$ cat config.mk
export PLATFORM = sky130hd
export DESIGN_NAME = alu_arbiter
export DESIGN_NICKNAME = d
export VERILOG_FILES = /design/src/rtl/alu_arbiter.sv
export SDC_FILE = /design/constraint.sdc
export NUM_CORES = 1
export LEC_CHECK = 0
export ABC_CLOCK_PERIOD_IN_PS = 2850
export BUFFER_PORTS_ARGS = -buffer_cell sky130_fd_sc_hd__buf_4
export CORE_AREA = 3 3 184 186
export DETAILED_ROUTE_END_ITERATION = 10
export DIE_AREA = 0 0 187 189
export GPL_TIMING_DRIVEN = 0
export PLACE_DENSITY = 0.52
export SLEW_MARGIN = 10
export SYNTH_ARGS = -nofsm -noshare
export SYNTH_HDL_FRONTEND = slang
export SYNTH_SLANG_ARGS = --single-unit
$ cat constraint.sdc
create_clock -name clk -period 2.85 [get_ports clk]
set_clock_uncertainty 0.2 [all_clocks]
set_input_delay 0.57 -clock clk [delete_from_list [all_inputs] [get_ports clk]]
set_output_delay 0.57 -clock clk [all_outputs]
set_load 0.1 [all_outputs]
$ cat src/rtl/alu_arbiter.sv
// alu_arbiter: round-robin arbiter that lends the single execute-stage ALU to
// one of two requesters (port 0: IDU execute, port 1: CSR/branch helper),
// drives the ALU until it reports done (or a watchdog expires) and returns the
// registered result over a valid/ready response handshake.
module alu_arbiter #(
  parameter int TIMEOUT = 15  // max BUSY cycles waiting for alu_done, 1..255
) (
  input  logic        clk,
  input  logic        rst,
  // request port 0 (IDU execute path)
  input  logic        req_valid_0,
  output logic        req_ready_0,
  input  logic [4:0]  req_ctrl_0,
  input  logic [31:0] req_src1_0,
  input  logic [31:0] req_src2_0,
  input  logic [31:0] req_csr_0,
  input  logic [31:0] req_inst_0,
  // request port 1 (CSR/branch helper path)
  input  logic        req_valid_1,
  output logic        req_ready_1,
  input  logic [4:0]  req_ctrl_1,
  input  logic [31:0] req_src1_1,
  input  logic [31:0] req_src2_1,
  input  logic [31:0] req_csr_1,
  input  logic [31:0] req_inst_1,
  // response (shared result bus, per-port valid/ready)
  output logic        resp_valid_0,
  input  logic        resp_ready_0,
  output logic        resp_valid_1,
  input  logic        resp_ready_1,
  output logic [31:0] resp_result,
  output logic        resp_err,
  // ALU side
  output logic        alu_go,
  output logic [4:0]  alu_ctrl,
  output logic [31:0] alu_src1,
  output logic [31:0] alu_src2,
  output logic [31:0] alu_csr,
  output logic [31:0] alu_inst,
  input  logic [31:0] alu_result,
  input  logic        alu_done
);

  typedef enum logic [1:0] {
    IDLE = 2'd0,
    BUSY = 2'd1,
    RESP = 2'd2
  } state_t;

  // One ALU operation as presented by a requester.
  typedef struct packed {
    logic [4:0]  ctrl;
    logic [31:0] src1;
    logic [31:0] src2;
    logic [31:0] csr;
    logic [31:0] inst;
  } op_t;

  // Watchdog fires on the last allowed BUSY cycle.
  localparam logic [7:0] LP_TO_LAST = 8'(TIMEOUT - 1);

  state_t      r_state;
  state_t      w_next;
  logic        r_prio;    // favoured port when both request
  logic        r_owner;   // port whose operation is in flight
  logic [7:0]  r_cnt;     // BUSY cycles elapsed for the current operation
  op_t         r_op;      // operands held stable toward the ALU
  logic [31:0] r_result;
  logic        r_err;

  op_t         w_req0;
  op_t         w_req1;
  op_t         w_win_op;
  logic        w_win0;
  logic        w_win1;
  logic        w_accept;
  logic        w_resp_hs;
  logic        w_timeout;

  assign w_req0 = '{ctrl: req_ctrl_0, src1: req_src1_0, src2: req_src2_0,
                    csr: req_csr_0, inst: req_inst_0};
  assign w_req1 = '{ctrl: req_ctrl_1, src1: req_src1_1, src2: req_src2_1,
                    csr: req_csr_1, inst: req_inst_1};

  // Grant: a lone requester wins; on contention the favoured port wins.
  always_comb begin
    w_win0   = req_valid_0 & (~req_valid_1 | ~r_prio);
    w_win1   = req_valid_1 & (~req_valid_0 |  r_prio);
    req_ready_0 = (r_state == IDLE) & w_win0;
    req_ready_1 = (r_state == IDLE) & w_win1;
    w_accept = req_ready_0 | req_ready_1;
    w_win_op = req_ready_1 ? w_req1 : w_req0;
  end

  // Response handshake only counts on the owning port; the other ready is ignored.
  assign w_resp_hs = (r_state == RESP) & (r_owner ? resp_ready_1 : resp_ready_0);
  assign w_timeout = (r_cnt == LP_TO_LAST);

  // Next-state logic.
  always_comb begin
    w_next = r_state;
    case (r_state)
      IDLE:    if (w_accept) w_next = BUSY;
      BUSY:    if (alu_done || w_timeout) w_next = RESP;
      RESP:    if (w_resp_hs) w_next = IDLE;
      default: w_next = IDLE;
    endcase
  end

  // State register.
  always_ff @(posedge clk) begin
    if (rst) r_state <= IDLE;
    else     r_state <= w_next;
  end

  // Operand capture, watchdog, result capture and priority update.
  always_ff @(posedge clk) begin
    if (rst) begin
      r_prio   <= 1'b0;
      r_owner  <= 1'b0;
      r_cnt    <= 8'd0;
      r_op     <= '0;
      r_result <= 32'd0;
      r_err    <= 1'b0;
    end else begin
      case (r_state)
        IDLE: begin
          if (w_accept) begin
            r_op    <= w_win_op;
            r_owner <= req_ready_1;
            r_cnt   <= 8'd0;
          end
        end
        BUSY: begin
          r_cnt <= r_cnt + 8'd1;
          // done takes precedence over a watchdog expiring in the same cycle
          if (alu_done) begin
            r_result <= alu_result;
            r_err    <= 1'b0;
          end else if (w_timeout) begin
            r_result <= 32'd0;
            r_err    <= 1'b1;
          end
        end
        RESP: begin
          if (w_resp_hs) r_prio <= ~r_owner;
        end
        default: ;
      endcase
    end
  end

  assign alu_go       = (r_state == BUSY);
  assign alu_ctrl     = r_op.ctrl;
  assign alu_src1     = r_op.src1;
  assign alu_src2     = r_op.src2;
  assign alu_csr      = r_op.csr;
  assign alu_inst     = r_op.inst;

  assign resp_valid_0 = (r_state == RESP) & ~r_owner;
  assign resp_valid_1 = (r_state == RESP) &  r_owner;
  assign resp_result  = r_result;
  assign resp_err     = r_err;

endmodule

==> results.cfg <==
[outcome]
status = finished clean

[worst_setup_path]
critPathKind = register to output pin
ff2ff_setup_slack_ps = 290
cp-start-kind = register
r2r_cells = 6
r2r-end = alu_inst[30]$_SDFFE_PP0P_
critPathRequiredTime_ps = 2080
path_max_fanout = 19
critical_path_arrival_ps = 2030
worstReg2RegStart = r_prio$_SDFFE_PP0P_
end_kind = output pin

[die]
start_util = 0.261
dieArea_um2 = 35300
die_h_um = 189
io-pin-count = 476
coreArea_um2 = 32500
rows = 66
die_width_um = 187

[pwr]
switching_share = 0.456
pwr-share-seq = 0.301
p_clk_frac = 0.276
peakVddDrop_mv = 0.406
leakage_uw = 0.00529
power_density_nw_per_um2 = 735
comb_power_share = 0.423
internal_power_uw = 5320
p_sw_uw = 4470

[place]
dp_slack_ps = -557
dp_cells = 1931
hpwl_um = 32300
port_buffers = 473
gp_congestion = 0.897

[timing]
setup_viol = 0
rsz0062_at_grt = true
slew_viol_final = 0
tightest_slew_ps = 885
hold_viol = 0
fin_ws_ps = 49.8
relSlewSlack = 0.410
max_freq_mhz = 357
period_share = 0.983
period_minus_slack_ps = 2800

[yosys]
synth_area_um2 = 8480
ys_ff_latch = 178
syn_nets = 1323
synthFlopType = dfxtp_1
yosysMostFrequentCell = nor3_1
synth.avg_cell_area_um2 = 8.35
yosys_warnings = 0
synth_edf_count = 0
synthArstFlopShare = 0
synth_top_area_cell = dfxtp_1
yosysSeqAreaShare = 0.420
netlist-cell-type-count = 43
synth_cells = 1016
synth_common_cells = nor3_1, dfxtp_1, a21oi_1, clkbuf_1, a2111oi_0
synth.area.top_cells = dfxtp_1, nor3_1, a21oi_1, a2111oi_0, a2111oi_2
synth_top_cell_area_share = 0.420

[route]
viasPerCell = 5.23
route.met2.wl_um = 21000
wl_met3_um = 3140
wire_per_inst_um = 21.5
num_vias = 10300
drc = 0
totalWireLength_um = 42200
top_layer_used = met5
wl_met1_um = 17100
first_pass_iters = 5
first_iter_violations = 449
ant_nets = 0

[clock_tree]
hold_buffers = 0
clock_sinks = 178
clkTransAtPathRegs_ps = 80
clock-root-buffer = clkbuf_16
clk_latency_ps = 460
numCtsBuffers = 17
cts_max_level = 4
tritoncts = yes
cts_buffer_depth = 2

[global_routing]
gr-total-overflow = 0
grt_pass1_wl_um = 63800
grt_max_degree = 20
grt_usage = 0.230
grt_pass1_vias = 10500
antenna_found_initial = 2

[final_layout]
layout-drive-gt1-share = 0.386
synthToLayoutAreaGrowth_pct = 56.9
fin_cells = 1962
nets = 1813

[worst_hold_path]
worstHoldPathType = input port to register
holdPathStages = 3
hold_start = alu_result[2]
holdPathEnd = resp_result[2]$_SDFFE_PP0P_

[run]
cap_violations = 0
[metal layers]
layer,global-route usage,vias up
met1,0.276,4883
met2,0.403,440
met5,0,-
met3,0.0639,48
li1,-,4890
met4,0.0631,2
[cells in the final DEF (no fill, tap or decap), types with 2 or more instances in the layout]
| cell | instances |
|---|---|
| buf_2 | 10 |
| clkinvlp_4 | 3 |
| buf_1 | 12 |
| o21ai_0 | 3 |
| a21oi_1 | 175 |
| or2_2 | 2 |
| nand4_1 | 2 |
| dfxtp_1 | 175 |
| nand3b_1 | 3 |
| nand2b_1 | 3 |
| a21o_1 | 2 |
| nand3_1 | 2 |
| o211ai_1 | 2 |
| a311oi_1 | 2 |
| nor3_1 | 299 |
| or3_1 | 3 |
| a2111oi_0 | 85 |
| a221oi_1 | 2 |
| inv_1 | 7 |
| clkbuf_16 | 17 |
| clkbuf_2 | 2 |
| dfxtp_2 | 3 |
| a2111oi_2 | 48 |
| ha_1 | 2 |
| inv_6 | 2 |
| nor2_1 | 35 |
| inv_8 | 5 |
| bufinv_16 | 4 |
| nand2_1 | 3 |
| clkbuf_1 | 101 |
| buf_12 | 2 |
| buf_6 | 2 |
| buf_4 | 477 |
[metrics by stage]
step / cell area (µm²) / power (µW) / hold slack, ps / utilization / setup TNS (ps)
after floorplan: 8500 / 5910 / 268 / - / -338
after global routing: 13300 / 10200 / 166 / 0.410 / -41.1
after global placement: 12600 / 7120 / 260 / 0.388 / -21160
after detailed placement: 12600 / 7130 / 264 / 0.388 / -25880
final: 13300 / 9790 / 174 / 0.410 / 0
after CTS: 13300 / 9870 / 147 / 0.409 / -360
[worst max-delay path, stage by stage, from the launching register on]
cell	delay (ps)
dfxtp_2	350
or3b_4	390
or2_1	230
buf_6	160
buf_12	160
clkinvlp_4	90
buf_12	170
[logic make-up (layout without fill, tap and decap cells)]
family,after synthesis,count (layout),share of synthesized area
adder cells (fa/ha/maj),2,2,0.00295
AO/OA/AOI/OAI,326,326,0.292
other,0,1,0
multiplexers,2,2,0.00251
buffers and inverters,145,648,0.0689
flip-flops,178,178,0.420
AND/OR/NAND/NOR,363,363,0.213
[area by class of cell]
type / instances / area [µm²]
antenna: 1 / 2.50
multi-input combinational: 693 / 4360
buffer: 133 / 568
clock buffer: 17 / 425
tap: 442 / 553
timing repair buffer: 475 / 3580
clock inverter: 15 / 223
inverter: 8 / 33.8
sequential: 178 / 3570
fill: 3370 / 19100
[power groups by stage]
| stage | Combinational (µW) | Sequential [µW] | Clock (µW) |
|---|---|---|---|
| final | 4140 | 2950 | 2700 |
| after global routing | 4340 | 2970 | 2860 |
| after CTS | 4150 | 2940 | 2780 |
| after detailed placement | 4140 | 2990 | 0 |
| after global placement | 4130 | 2990 | 0 |
| after floorplan | 1010 | 4900 | 0 |
[worst max-delay path by stage]
| stage | from | to | slack [ps] | depth (start not counted) |
|---|---|---|---|---|
| 2_1_floorplan | r_state[1]$_SDFFE_PP0P_ | req_ready_0 | -340 | 5 |
| 3_3_place_gp | req_valid_1 | req_ready_1 | -540 | 9 |
| 3_5_place_dp | req_valid_1 | req_ready_1 | -560 | 9 |
| 4_1_cts | r_state[1]$_SDFFE_PP0P_ | req_ready_1 | -360 | 7 |
| 5_1_grt | r_state[1]$_SDFFE_PP0P_ | req_ready_1 | -40 | 6 |
| 6_report | r_state[1]$_SDFFE_PP0P_ | req_ready_1 | 50 | 6 |
[flip-flops by register name (all words and copies together) (netlist names)]
signal	cells
alu_src1	32
alu_src2	32
resp_result	32
alu_inst	32
alu_csr	32
r_state	2
r_cnt	8
r_owner	1
resp_err	1
r_prio	1
alu_ctrl	5
[timing repair]
action                                  CTS  global route
resized for setup                        11            13
hold endpoints to repair                  0             0
pin swaps                                 0             1
buffers inserted                          0             2
endpoints found under the setup margin   88            47
Note: power is estimated with default switching activity, not from simulation.
